$ cat config.mk
export PLATFORM = sky130hd
export DESIGN_NAME = dma_priority_timing_ctrl
export DESIGN_NICKNAME = d
export VERILOG_FILES = /design/src/rtl/dma_priority_timing_ctrl.sv
export SDC_FILE = /design/constraint.sdc
export NUM_CORES = 1
export LEC_CHECK = 0
export BUFFER_PORTS_ARGS = -buffer_cell sky130_fd_sc_hd__buf_2
export CELL_PAD_IN_SITES_DETAIL_PLACEMENT = 0
export CELL_PAD_IN_SITES_GLOBAL_PLACEMENT = 1
export CORE_ASPECT_RATIO = 1.5
export CORE_MARGIN = 5
export CORE_UTILIZATION = 34
export DETAILED_ROUTE_END_ITERATION = 10
export GPL_ROUTABILITY_DRIVEN = 0
export PLACE_DENSITY = 0.77
export SYNTH_ARGS = -nofsm -noshare
export SYNTH_HDL_FRONTEND = slang
export SYNTH_SLANG_ARGS = --single-unit
$ cat constraint.sdc
create_clock -name CLK -period 1.6 [get_ports CLK]
set_input_delay 0 -clock CLK [delete_from_list [all_inputs] [get_ports CLK]]
set_output_delay 0 -clock CLK [all_outputs]
set_load 0.02 [all_outputs]
$ cat src/rtl/dma_priority_timing_ctrl.sv
// Channel arbiter and transfer sequencer for an 8237A-style DMA controller:
// request masking, fixed/rotating priority, HRQ/HLDA handshake and SI..S4 timing.
module dma_priority_timing_ctrl #(
    parameter int unsigned WAIT_STATES = 0,
    parameter int unsigned NUM_CH      = 4
) (
    input  logic              CLK,
    input  logic              RESET_N,
    input  logic [NUM_CH-1:0] DREQ,
    input  logic [NUM_CH-1:0] REQ_REG,
    input  logic [NUM_CH-1:0] MASK_REG,
    input  logic              CMD_DISABLE,
    input  logic              CMD_ROTATE,
    input  logic              DREQ_SENSE_LOW,
    input  logic              DACK_SENSE_HIGH,
    input  logic [7:0]        MODE_SEL,
    input  logic              HLDA,
    input  logic              TC_IN,
    input  logic              EOP_N,
    input  logic              STATUS_RD,
    output logic              HRQ,
    output logic [NUM_CH-1:0] DACK,
    output logic              AEN,
    output logic [1:0]        ACTIVE_CH,
    output logic              XFER_STB,
    output logic [NUM_CH-1:0] TC_STATUS,
    output logic              EOP_OUT_N
);

    generate
        if (NUM_CH != 4) begin : g_bad_num_ch
            $error("dma_priority_timing_ctrl: NUM_CH must be 4");
        end
        if (WAIT_STATES > 7) begin : g_bad_wait_states
            $error("dma_priority_timing_ctrl: WAIT_STATES must be 0..7");
        end
    endgenerate

    typedef enum logic [2:0] {
        ST_SI,
        ST_S0,
        ST_S1,
        ST_S2,
        ST_S3,
        ST_S4
    } state_t;

    typedef enum logic [1:0] {
        MODE_DEMAND = 2'b00,
        MODE_SINGLE = 2'b01,
        MODE_BLOCK  = 2'b10,
        MODE_RSVD   = 2'b11
    } mode_t;

    localparam logic [2:0] WAIT_LAST = 3'(WAIT_STATES);

    state_t      state;
    logic [3:0]  dack_act;
    logic [1:0]  ptr;
    logic [2:0]  wait_cnt;

    logic [3:0]  eff;
    logic [1:0]  winner;
    logic [1:0]  base;
    logic [1:0]  idx;
    logic        found;
    mode_t       cur_mode;
    logic        end_cond;
    logic        cont;
    logic        hold_lost;
    logic        tc_set;

    // NOTE: every variable assigned in always_comb gets a default first, so no latch is inferred.
    always_comb begin
        eff    = ((DREQ ^ {NUM_CH{DREQ_SENSE_LOW}}) | REQ_REG) & ~MASK_REG;
        base   = CMD_ROTATE ? ptr : 2'd0;
        winner = 2'd0;
        found  = 1'b0;
        idx    = 2'd0;
        for (int i = 0; i < 4; i++) begin
            idx = base + 2'(i);
            if (!found && eff[idx]) begin
                winner = idx;
                found  = 1'b1;
            end
        end
    end

    always_comb begin
        cur_mode  = mode_t'(MODE_SEL[{ACTIVE_CH, 1'b0} +: 2]);
        end_cond  = TC_IN | ~EOP_N | CMD_DISABLE;
        hold_lost = !HLDA && (state inside {ST_S1, ST_S2, ST_S3, ST_S4});
        tc_set    = (state == ST_S4) && HLDA && TC_IN;
        case (cur_mode)
            MODE_DEMAND: cont = !end_cond && eff[ACTIVE_CH];
            MODE_BLOCK:  cont = !end_cond;
            default:     cont = 1'b0;
        endcase
    end

    // EOP must coincide with the S4 cycle in which the datapath reports rollover.
    assign EOP_OUT_N = ~tc_set;
    assign DACK      = DACK_SENSE_HIGH ? dack_act : ~dack_act;

    // NOTE: sequential state uses non-blocking assignments so every register samples pre-edge values.
    always_ff @(posedge CLK or negedge RESET_N) begin
        if (!RESET_N) begin
            state     <= ST_SI;
            HRQ       <= 1'b0;
            AEN       <= 1'b0;
            ACTIVE_CH <= 2'd0;
            XFER_STB  <= 1'b0;
            dack_act  <= '0;
            ptr       <= 2'd0;
            wait_cnt  <= 3'd0;
        end else begin
            XFER_STB <= 1'b0;
            if (hold_lost) begin
                state    <= ST_SI;
                HRQ      <= 1'b0;
                AEN      <= 1'b0;
                dack_act <= '0;
            end else begin
                case (state)
                    ST_SI: begin
                        if (!CMD_DISABLE && |eff) begin
                            state <= ST_S0;
                            HRQ   <= 1'b1;
                        end
                    end
                    ST_S0: begin
                        if (~|eff) begin
                            state <= ST_SI;
                            HRQ   <= 1'b0;
                        end else if (HLDA) begin
                            state     <= ST_S1;
                            ACTIVE_CH <= winner;
                            dack_act  <= 4'b0001 << winner;
                            AEN       <= 1'b1;
                        end
                    end
                    ST_S1: state <= ST_S2;
                    ST_S2: begin
                        state    <= ST_S3;
                        wait_cnt <= 3'd0;
                    end
                    ST_S3: begin
                        if (wait_cnt == WAIT_LAST) begin
                            state    <= ST_S4;
                            XFER_STB <= 1'b1;
                        end else begin
                            wait_cnt <= wait_cnt + 3'd1;
                        end
                    end
                    ST_S4: begin
                        if (cont) begin
                            state <= ST_S1;
                        end else begin
                            state    <= ST_SI;
                            HRQ      <= 1'b0;
                            AEN      <= 1'b0;
                            dack_act <= '0;
                            if (CMD_ROTATE) ptr <= ACTIVE_CH + 2'd1;
                        end
                    end
                    default: state <= ST_SI;
                endcase
            end
        end
    end

    // A rollover in S4 outranks a same-cycle status-read clear for that channel only.
    always_ff @(posedge CLK or negedge RESET_N) begin
        if (!RESET_N) begin
            TC_STATUS <= '0;
        end else begin
            TC_STATUS <= (STATUS_RD ? '0 : TC_STATUS) | (tc_set ? (4'b0001 << ACTIVE_CH) : '0);
        end
    end

endmodule

**Word level (Yosys, flattened, before mapping)**

Index checks and enable logic that the tools add are counted.

- Bits of input ports: 30
- Word-level logic and storage cells: 124
- Bits in registers: 21
- Output and inout port bits: 14

- Equal/unequal tests: 14
- Bitwise logic cells: 12
- Reduce and logical (&&, ||, !) cells: 28
- Shifts and indexed selects: 3
- Order comparisons: 5
- Add/subtract/negate cells: 5
- Mux-type cells: 48

Operators by type and width:

| cell | number |
|---|---|
| $mux 4 | 7 |
| $mux 1 | 18 |
| $mux 3 | 6 |
| $pmux 3 s6 | 1 |
| $reduce_and 4->1 | 4 |
| $lt 2x3->1 const B | 5 |
| $ne 3x3->1 const B | 5 |
| $mux 2 | 6 |
| $bmux 1 s2 | 5 |
| $logic_and 1x1->1 | 8 |
| $not 4->4 | 2 |
| $or 4x4->4 | 2 |
| $pmux 4 s2 | 1 |
| $reduce_bool 4->1 | 2 |
| $shiftx 8x4->2 | 1 |
| $shl 1x2->4 const A | 2 |
| $eq 3x2->1 const B | 2 |
| $eq 3x3->1 const B | 2 |
| $logic_not 1->1 | 6 |
| $logic_not 3->1 | 2 |
| $pmux 3 s2 | 1 |
| $reduce_and 3->1 | 2 |
| $add 2x1->2 const B | 2 |
| $add 2x2->2 const B | 2 |
| other kinds (16) | 21 |

**Longest topological paths before layout**

Gate-level depths: netlist of run 1.

- Word-level depth: 20
- Depth in mapped cells: 7
- Depth with buffers taken out: 7

**Worst setup path after synthesis of run 1**

No wires, ideal clock.

- Path kind: flip-flop to flip-flop
- From: reg ptr[0]
- To: reg dack_act[0]
- Data required time: 1.478 ns
- Arrival time: 1.570 ns
- Stages on the path, launching flop included: 8
- Slack: -0.091 ns
- Library setup time: 0.122 ns
- Path buffers: 1
- Period minus slack after synthesis: 1.691 ns
- Path through: dfrtp_1 nand2_1 clkbuf_1 nor3_1 a31o_2 nand3_1 o2111ai_2 a32o_1

- Word-level cells in the longest chain between the ends: 18
- Elaborated cells on any way between the ends: 30
- Those cells by class: 3 x add/sub; 1 x shift; 20 x mux; 6 x reduce/logical

Ends and longest elaborated chain:

| element | RTL line | source |
|---|---|---|
| start: declaration | 59 | `logic [1:0] ptr;` |
| start signal: assignment | 163 | `if (CMD_ROTATE) ptr <= ACTIVE_CH + 2'd1;` |
| $mux 2 (*) | 76 | `base = CMD_ROTATE ? ptr : 2'd0;` |
| branches (longest 11 deep; another with $add 2x1->2) | -- |  |
| $mux 2 (*) | 82 | `if (!found && eff[idx]) begin` |
| $shl 1x2->4 (*) | 138 | `dack_act <= 4'b0001 << winner;` |
| $mux 4 (*) | 135 | `end else if (HLDA) begin` |
| $mux 4 (*) | 132 | `if (~\|eff) begin` |
| $pmux 4 s2 (*) | 124 | `case (state)` |
| $mux 4 (*) | 118 | `if (hold_lost) begin` |
| end signal: assignment | 138 |  |
| end: declaration | 58 | `logic [3:0] dack_act;` |

Mark *: on every way between the ends. The select of a mux whose other input is x is not followed.
A chain may end at the register's enable or synchronous reset.

**Final worst setup path of run 1**

- From: reg ptr[0]
- To: reg dack_act[1]

Same word-level chain as after synthesis.

==> impl_metrics.json, run 1 <==
{
  "synth_top_cell_by_area": "dfrtp_1",
  "cts_root_buffer": "clkbuf_8",
  "port_buffers": 43,
  "rr_startpoint": "ptr[0]$_DFFE_PN0P_",
  "antenna_found_initial": 0,
  "switching_power_mw": 1.17,
  "fin_ws_ns": -0.248,
  "utilization_pct": 49.1,
  "worstSetupPathType": "flop to flop",
  "crit_top_cell": "a21oi_2",
  "grt_busiest_layer": "met2",
  "fin_crit_ns": 1.85,
  "num_vias": 1620,
  "dp.cells": 292,
  "ios": 44,
  "grt_max_degree": 22,
  "cp_data_required_time_ns": 1.75,
  "ys_top_cells_by_count": "21 x dfrtp_1, 17 x nand2_1, 16 x nor2_1, 16 x o21ai_0, 13 x inv_1",
  "async_reset_ff_share_pct": 100,
  "synth_area_leaders": "dfrtp_1 34%, o21ai_0 5.2%, ha_1 4.8%",
  "synth_seq_area_share_pct": 33.9,
  "crit_fanout": 7,
  "clock-skew-final_ns": 0.00809,
  "drtPass1Iterations": 4,
  "dieWidth_um": 65.1,
  "area_growth_pct": 41.4,
  "switching_share_pct": 41.0,
  "final.fill_count": 449,
  "violations": "negative setup slack",
  "worstMarginPinSlew_ns": 0.477,
  "layout-drive-gt1-share_pct": 44.4,
  "insertion_delay_ns": 0.27,
  "hold_slack_ns": 0.0710,
  "power.leakage_nw": 1.03,
  "dp_hpwl_um": 3440,
  "cts_tree": "done",
  "p_int_mw": 1.69,
  "hold_violations": 0,
  "critPathSlowestCell": "dfrtp_1",
  "syn_nets": 213,
  "ant_nets": 0,
  "synth_area_per_cell_um2": 8.76,
  "power_frac_comb_pct": 59.3,
  "ys_warn_count": 0,
  "antenna_cells": 0,
  "register_area_um2": 527,
  "grt_use_met2_pct": 28.6,
  "tns_ns": -1.21,
  "first_iter_violations": 73,
  "num_rows": 30,
  "rr_worst_depth": 7,
  "worstReg2RegEnd": "dack_act[1]$_DFFE_PN0P_",
  "multi_input_area_um2": 995,
  "synthCells": 177,
  "netlist_area_um2": 1550,
  "synth-edff-count": 0,
  "power_frac_seq_pct": 27.8,
  "htreeDepth": 1,
  "p_per_area_nw_per_um2": 1310,
  "timing.final.crit_share_pct": 115,
  "p_clk_share_pct": 12.8,
  "vias_per_cell": 5.31,
  "drc": 0,
  "slew_violations": 0,
  "cp-endpoint": "dack_act[1]$_DFFE_PN0P_",
  "cpPeakStageDelay_ns": 0.42,
  "worstSetupStartpoint": "ptr[0]$_DFFE_PN0P_",
  "maxCapViolations": 0,
  "grt_first_pass_wirelength_um": 7110,
  "worstSetupEndpointType": "flop",
  "synth_top_area_share_pct": 33.9,
  "outcome": "finished, violations left",
  "ys_ff_latch": 21,
  "reg2reg_slack_ns": -0.25,
  "final_nets": 294,
  "initial_utilization_pct": 34.7,
  "ir_drop_v": 0.000720,
  "arrival_ns": 2.00,
  "cts.sinks": 21,
  "use_met1_pct": 15.9,
  "path_cells": "xor2_1 -> nand2_2 -> buf_4 -> a21oi_2 -> a21oi_2 -> o32a_1 -> a32o_1",
  "total_power_mw": 2.86,
  "core_um2": 4470,
  "detail_route.wirelength_um": 4370,
  "max_slew_margin_pct": 68.2,
  "synthFlopType": "dfrtp_1",
  "clk_path_buf_depth": 2,
  "synth_most_common_cell": "dfrtp_1",
  "finalSetupViolCount": 6,
  "final_cells": 305,
  "startpoint_type": "flop",
  "cts_buffers": 3,
  "path_clk_slew_ns": 0.09,
  "wire_per_inst_um": 14.3,
  "grt_pass1_vias": 1595,
  "hold_class": "input pin to flop",
  "die-area_um2": 6040,
  "overflow": 0,
  "yosysUniqueCellTypes": 45,
  "clock.fmax_ghz": 0.541,
  "rsz0062_at_grt": "true",
  "track_usage_pct": 14.9,
  "use_met3_pct": 2.06,
  "die_h_um": 92.7
}
## layout make-up
class	count	area share, %
clock buffer	3	1.88
clock inverter	1	0.342
inverter	13	2.23
multi-input combinational	137	45.4
sequential	21	24.0
tap	48	2.74
timing repair buffer	82	23.4
## worst max-delay path, delay by kind of cell, from the launching register on
kind                   cells  cell delay [ns]
XOR/XNOR                   1             0.19
flip-flops                 1             0.42
AO/OA/AOI/OAI              4             0.80
buffers and inverters      1             0.18
AND/OR/NAND/NOR            1             0.14
## cell usage in the layout (no fill, tap or decap), types with 3 or more instances in the layout
| master | synthesis | routed |
|---|---|---|
| nor2_1 | 16 | 15 |
| o21ai_1 | 1 | 4 |
| mux2_2 | 3 | 3 |
| a21oi_1 | 12 | 8 |
| o32ai_2 | 1 | 3 |
| xnor2_1 | 5 | 5 |
| ha_1 | 6 | 6 |
| o211ai_1 | 5 | 5 |
| a21oi_2 | 0 | 4 |
| buf_2 | 0 | 43 |
| o21ai_0 | 16 | 13 |
| clkbuf_8 | 0 | 3 |
| inv_1 | 13 | 13 |
| xor2_1 | 5 | 5 |
| nor2_2 | 2 | 3 |
| nand2_1 | 17 | 17 |
| dfrtp_1 | 21 | 20 |
| a32o_1 | 4 | 4 |
| buf_4 | 0 | 37 |
| o21ba_2 | 4 | 4 |
## power by group through the flow
stage | clock, mW | sequential, mW | combinational [mW]
after floorplan | 0 | 0.839 | 0.906
after global placement | 0 | 0.803 | 1.54
after detailed placement | 0 | 0.806 | 1.54
after CTS | 0.378 | 0.795 | 1.58
after global routing | 0.398 | 0.817 | 1.87
final | 0.367 | 0.796 | 1.70
## routing by layer
metal / vias to the layer above / wire, um
met4: 0 / 78
met2: 46 / 2290
met5: - / 0
met1: 771 / 1770
met3: 6 / 231
li1: 797 / -
## repair_timing
item / in CTS / in global routing
endpoints found under the setup margin: 6 / 14
hold buffers: 2 / 0
buffers inserted: 1 / 6
pin swaps: 6 / 7
gates resized for setup: 2 / 10
endpoints found under the hold margin: 25 / 0
## through the flow
| step | cell area, um^2 | setup WS (ns) |
|---|---|---|
| final | 2190 | -0.248 |
| after CTS | 2120 | -0.176 |
| after detailed placement | 2040 | -0.201 |
| after floorplan | 1560 | -0.0529 |
| after global placement | 2040 | -0.244 |
| after global routing | 2190 | -0.365 |
## sequential cells by signal, indices dropped and copies added, names as in the netlist
name	flops
ACTIVE_CH	2
AEN	1
HRQ	1
TC_STATUS	4
XFER_STB	1
dack_act	4
ptr	2
state	3
wait_cnt	3
## logic make-up (layout without fill, tap and decap cells)
logic type,count (synthesis),in the layout,synth area share (%)
AOI/OAI and AO/OA,64,64,29.9
and+or+nand+nor,52,52,16.9
DFF,21,21,33.9
buffers and inverters,19,99,4.60
xor gates and xnor gates,10,10,5.65
adders and majority gates,6,6,4.84
muxes,5,5,4.28
## how the worst min path moves through the flow
stage | start | to | cells past startpoint | slack, ns
2_1_floorplan | RESET_N | ACTIVE_CH[0]$_DFFE_PN0P_ | 0 | -0.30
6_report | HLDA | state[0]$_DFFE_PN0P_ | 2 | 0.07
3_5_place_dp | RESET_N | AEN$_DFFE_PN0P_ | 1 | -0.006
5_1_grt | HLDA | state[0]$_DFFE_PN0P_ | 2 | 0.08
4_1_cts | HLDA | state[0]$_DFFE_PN0P_ | 2 | 0.05
3_3_place_gp | RESET_N | AEN$_DFFE_PN0P_ | 1 | -0.007
No activity file was read; power rests on OpenSTA's default activity.
==> run 2: changes to the inputs <==
Settings changed: BUFFER_PORTS_ARGS -buffer_cell sky130_fd_sc_hd__buf_2 to not set, CORE_UTILIZATION 34 to 42, DONT_BUFFER_PORTS set to 1.
==> impl_metrics.json, run 2 (synthesized netlist as in run 1, its figures left out) <==
{
  "worstReg2RegEnd": "dack_act[0]$_DFFE_PN0P_",
  "cts.sinks": 21,
  "dp.cells": 229,
  "num_vias": 1407,
  "track_usage_pct": 16.4,
  "rr_worst_depth": 7,
  "core_um2": 3610,
  "arrival_ns": 1.99,
  "area_growth_pct": 20.3,
  "reg2reg_slack_ns": -0.24,
  "power.leakage_nw": 0.783,
  "ant_nets": 0,
  "cts_root_buffer": "clkbuf_8",
  "clock.fmax_ghz": 0.544,
  "p_clk_share_pct": 13.5,
  "finalSetupViolCount": 6,
  "ir_drop_v": 0.000848,
  "overflow": 0,
  "violations": "negative hold slack, negative setup slack",
  "clk_path_buf_depth": 2,
  "timing.final.crit_share_pct": 115,
  "hold_class": "input pin to flop",
  "reg_top3": "TC_STATUS x4, dack_act x4",
  "grt_first_pass_wirelength_um": 6570,
  "p_int_mw": 1.51,
  "worstSetupPathType": "flop to flop",
  "hold_slack_ns": -0.0162,
  "grt_max_degree": 22,
  "final_cells": 243,
  "die_h_um": 84.4,
  "path_clk_slew_ns": 0.08,
  "first_iter_violations": 41,
  "drtPass1Iterations": 4,
  "drc": 0,
  "p_per_area_nw_per_um2": 1380,
  "num_rows": 27,
  "clock-skew-final_ns": 0.00154,
  "fin_ws_ns": -0.239,
  "initial_utilization_pct": 42.9,
  "power_frac_seq_pct": 32.7,
  "antenna_cells": 0,
  "startpoint_type": "flop",
  "layout_commonest_cell": "buf_4",
  "tns_ns": -1.29,
  "cp_data_required_time_ns": 1.75,
  "dieWidth_um": 59.6,
  "cts_buffers": 3,
  "min_delay_path_depth": 2,
  "rr_startpoint": "ptr[0]$_DFFE_PN0P_",
  "power_frac_comb_pct": 53.9,
  "die-area_um2": 5030,
  "insertion_delay_ns": 0.26,
  "hp-start": "HLDA",
  "fin_crit_ns": 1.84,
  "ios": 44,
  "vias_per_cell": 5.79,
  "rsz0062_at_grt": "true",
  "layout-drive-gt1-share_pct": 27.5,
  "final_nets": 237,
  "maxCapViolations": 0,
  "htreeDepth": 1,
  "switching_share_pct": 41.6,
  "cts_tree": "done",
  "outcome": "finished, violations left",
  "place_ws_ns": -0.206,
  "switching_power_mw": 1.07,
  "grt_pass1_vias": 1544,
  "port_buffers": 0,
  "detail_route.wirelength_um": 3960,
  "antenna_found_initial": 0,
  "dp_hpwl_um": 3160,
  "hold_violations": 1,
  "max_slew_margin_pct": 36.7,
  "worstSetupEndpointType": "flop",
  "crit_fanout": 8,
  "min_to": "state[2]$_DFFE_PN0P_",
  "worstMarginPinSlew_ns": 0.946,
  "slew_violations": 0,
  "layout_common_cells": "22 x buf_4, 19 x dfrtp_1, 17 x nand2_1, 16 x nor2_1, 12 x inv_1",
  "wire_per_inst_um": 16.3
}
==> run 2: cell count changes in the layout (fill, tap and decap cells not counted), moves of 2 or more <==
cell / change
buf_2: -43
buf_4: -15
o21ai_1: +2
o21ai_0: -2
==> run 2: worst max path at each step <==
| stage | start | end | slack [ns] |
|---|---|---|---|
| after CTS | ptr[0]$_DFFE_PN0P_ | dack_act[2]$_DFFE_PN0P_ | -0.19 |
| after global routing | ptr[0]$_DFFE_PN0P_ | dack_act[2]$_DFFE_PN0P_ | -0.34 |
| final | ptr[0]$_DFFE_PN0P_ | dack_act[0]$_DFFE_PN0P_ | -0.24 |
| after floorplan | ptr[0]$_DFFE_PN0P_ | dack_act[0]$_DFFE_PN0P_ | -0.05 |
| after global placement | ptr[0]$_DFFE_PN0P_ | dack_act[0]$_DFFE_PN0P_ | -0.13 |
| after detailed placement | ptr[0]$_DFFE_PN0P_ | dack_act[0]$_DFFE_PN0P_ | -0.21 |
==> run 2: layout make-up <==
type	instances	area, um^2
inverter	13	48.8
multi-input combinational	137	993
sequential	21	528
fill	347	1750
tap	43	53.8
clock buffer	4	45.0
timing repair buffer	25	195
==> run 2: critical path, cell delays in order, from the launching register on <==
cell and delay [ns]:
dfrtp_1 0.42, xor2_1 0.18, nand2_2 0.15, mux2i_1 0.23, o211ai_1 0.11, o211ai_1 0.13, o2111ai_2 0.21, a32o_1 0.30
==> run 2: repair_timing <==
action / 4_1_cts / 5_1_grt
pin swaps: 4 / 9
hold buffers: 3 / 0
gates cloned: 0 / 0
setup endpoints to repair: 10 / 15
resized for setup: 3 / 12
endpoints found under the hold margin: 28 / 0
buffers inserted: 1 / 6
==> run 2: per-layer routing <==
metal | up-vias | global-route usage (%) | part of all wire [%]
met3 | 10 | 2.62 | 6.3
met4 | 0 | 6.65 | 2.5
met2 | 41 | 30.6 | 53
li1 | 687 | - | -
met1 | 669 | 17.3 | 38
met5 | - | 0 | 0
==> run 2: per-stage QoR <==
| stage | util (%) | power, mW | instance area, um^2 |
|---|---|---|---|
| 2_1_floorplan | - | 1.74 | 1560 |
| 3_3_place_gp | 47.1 | 2.06 | 1700 |
| 3_5_place_dp | 47.1 | 2.10 | 1700 |
| 4_1_cts | 49.5 | 2.48 | 1790 |
| 5_1_grt | 51.6 | 2.78 | 1860 |
| 6_report | 51.6 | 2.58 | 1860 |
==> run 2: power by group through the flow <==
stage               Clock (mW)  Combinational (mW)  Sequential (mW)
global placement             0                1.22            0.840
floorplan                    0               0.906            0.839
detailed placement           0                1.25            0.848
finish                   0.347                1.39            0.843
CTS                      0.352                1.29            0.841
global route             0.379                1.54            0.861
==> run 3: changes to the inputs <==
Settings changed: HOLD_SLACK_MARGIN set to 0.06.
==> impl_metrics.json, run 3 (synthesized netlist as in run 1, its figures left out) <==
{
  "layout-drive-gt1-share_pct": 27.4,
  "core_um2": 3610,
  "timing.final.crit_share_pct": 114,
  "initial_utilization_pct": 42.9,
  "tns_ns": -1.15,
  "fin_crit_ns": 1.83,
  "grt_max_degree": 22,
  "power_frac_comb_pct": 53.9,
  "crit_cells": 8,
  "worstSetupEndpointType": "flop",
  "ant_nets": 0,
  "reg_top3": "TC_STATUS x4, dack_act x4",
  "switching_power_mw": 1.08,
  "crit_top_cell": "a21oi_2",
  "detail_route.wirelength_um": 4010,
  "max_slew_margin_pct": 34.2,
  "cp-endpoint": "dack_act[1]$_DFFE_PN0P_",
  "dp.cells": 229,
  "p_per_area_nw_per_um2": 1380,
  "drc": 0,
  "startpoint_type": "flop",
  "dp_hpwl_um": 3160,
  "rr_worst_depth": 8,
  "grt_first_pass_wirelength_um": 6590,
  "vias_per_cell": 5.84,
  "worstReg2RegEnd": "dack_act[1]$_DFFE_PN0P_",
  "final.fill_count": 347,
  "final_nets": 238,
  "worstMarginPinSlew_ns": 0.984,
  "clock-skew-final_ns": 0.00115,
  "violations": "negative setup slack",
  "num_rows": 27,
  "cts_root_buffer": "clkbuf_8",
  "rr_startpoint": "ptr[0]$_DFFE_PN0P_",
  "critPathTopFamily": "compound AO/OA/AOI/OAI gates",
  "num_vias": 1425,
  "layout_common_cells": "22 x buf_4, 19 x dfrtp_1, 17 x nand2_1, 16 x nor2_1, 12 x inv_1",
  "slew_violations": 0,
  "finalSetupViolCount": 6,
  "clk_path_buf_depth": 2,
  "path_clk_slew_ns": 0.08,
  "drtPass1Iterations": 4,
  "worstSetupStartpoint": "ptr[0]$_DFFE_PN0P_",
  "switching_share_pct": 41.7,
  "port_buffers": 0,
  "hold_violations": 0,
  "crit_fanout": 8,
  "p_clk_share_pct": 13.5,
  "cts.sinks": 21,
  "cpPeakStageDelay_ns": 0.42,
  "p_int_mw": 1.51,
  "cp_data_required_time_ns": 1.75,
  "antenna_cells": 0,
  "worstSetupPathType": "flop to flop",
  "antenna_found_initial": 0,
  "total_power_mw": 2.58,
  "overflow": 0,
  "min_delay_path_depth": 3,
  "ios": 44,
  "maxCapViolations": 0,
  "rsz0062_at_grt": "true",
  "track_usage_pct": 16.4,
  "layout_commonest_cell": "buf_4",
  "first_iter_violations": 38,
  "arrival_ns": 1.97,
  "wire_per_inst_um": 16.4,
  "power_frac_seq_pct": 32.6,
  "cts_buffers": 3,
  "critPathSlowestCell": "dfrtp_1",
  "clock.fmax_ghz": 0.548,
  "outcome": "finished, violations left",
  "die-area_um2": 5030,
  "critical_path_buf_inv_count": 1,
  "fin_ws_ns": -0.226,
  "dieWidth_um": 59.6,
  "hold_class": "input pin to flop",
  "power.leakage_nw": 0.787,
  "hp-start": "TC_IN",
  "final_cells": 244,
  "cts_tree": "done",
  "area_growth_pct": 20.9,
  "multi_input_area_um2": 993,
  "reg2reg_slack_ns": -0.23,
  "register_area_um2": 528,
  "insertion_delay_ns": 0.26,
  "htreeDepth": 1,
  "path_cells": "xor2_1 -> nand2_2 -> buf_4 -> nor2_2 -> a21oi_2 -> a21oi_2 -> o32a_1 -> a32o_1",
  "die_h_um": 84.4,
  "ir_drop_v": 0.000852,
  "grt_pass1_vias": 1544
}
run 3: cell types whose count changed in the layout (fill, tap and decap cells not counted), sizes merged:
cell | previous run | this run
dlygate4sd3 | 3 | 4
run 3: layout make-up:
| type | count | area share (%) |
|---|---|---|
| multi-input combinational | 137 | 53.0 |
| timing repair buffer | 26 | 10.9 |
| tap | 43 | 2.87 |
| clock buffer | 4 | 2.40 |
| inverter | 13 | 2.60 |
| sequential | 21 | 28.2 |
run 3: repair_timing:
item                       CTS  global route
hold endpoints to repair    33             0
hold buffers                 4             0
gates resized for setup      3            12
pin swaps                    4             9
setup buffers                1             6
setup endpoints to repair   10            15
run 3: routing by layer:
| metal | global-route usage [%] | wire (um) | vias to the layer above | part of all wire (%) |
|---|---|---|---|---|
| li1 | - | - | 687 | - |
| met1 | 17.4 | 1520 | 697 | 38 |
| met2 | 30.9 | 2190 | 35 | 55 |
| met3 | 2.62 | 228 | 6 | 5.7 |
| met4 | 6.05 | 73 | 0 | 1.8 |
| met5 | 0 | 0 | - | 0 |
run 3: per-stage QoR:
| stage | utilization, % | hold WS [ns] | worst slack, ns | cell area (um^2) |
|---|---|---|---|---|
| 6_report | 51.9 | 0.0891 | -0.226 | 1870 |
| 5_1_grt | 51.9 | 0.109 | -0.339 | 1870 |
| 4_1_cts | 49.8 | 0.0942 | -0.192 | 1800 |
| 3_5_place_dp | 47.1 | -0.295 | -0.206 | 1700 |
| 3_3_place_gp | 47.1 | -0.295 | -0.130 | 1700 |
| 2_1_floorplan | - | -0.296 | -0.0529 | 1560 |
run 3: worst register-to-register path, stage by stage, from the launching register on:
cell     delay [ns]
dfrtp_1        0.42
xor2_1         0.18
nand2_2        0.15
buf_4          0.14
nor2_2         0.04
a21oi_2        0.12
a21oi_2        0.08
o32a_1         0.32
a32o_1         0.27
run 3: worst min path at each step:
stage / endpoint / slack, ns
floorplan: ACTIVE_CH[0]$_DFFE_PN0P_ / -0.30
global placement: XFER_STB$_DFF_PN0_ / -0.30
detailed placement: wait_cnt[2]$_DFFE_PN0P_ / -0.29
CTS: TC_STATUS[0]$_DFF_PN0_ / 0.09
global route: ptr[1]$_DFFE_PN0P_ / 0.11
finish: TC_STATUS[1]$_DFF_PN0_ / 0.09
run 3: power by group through the flow:
stage          Combinational (mW)  Clock [mW]  Sequential (mW)
2_1_floorplan               0.906           0            0.839
3_3_place_gp                 1.22           0            0.840
3_5_place_dp                 1.25           0            0.848
4_1_cts                      1.29       0.352            0.841
5_1_grt                      1.54       0.379            0.861
6_report                     1.39       0.348            0.843
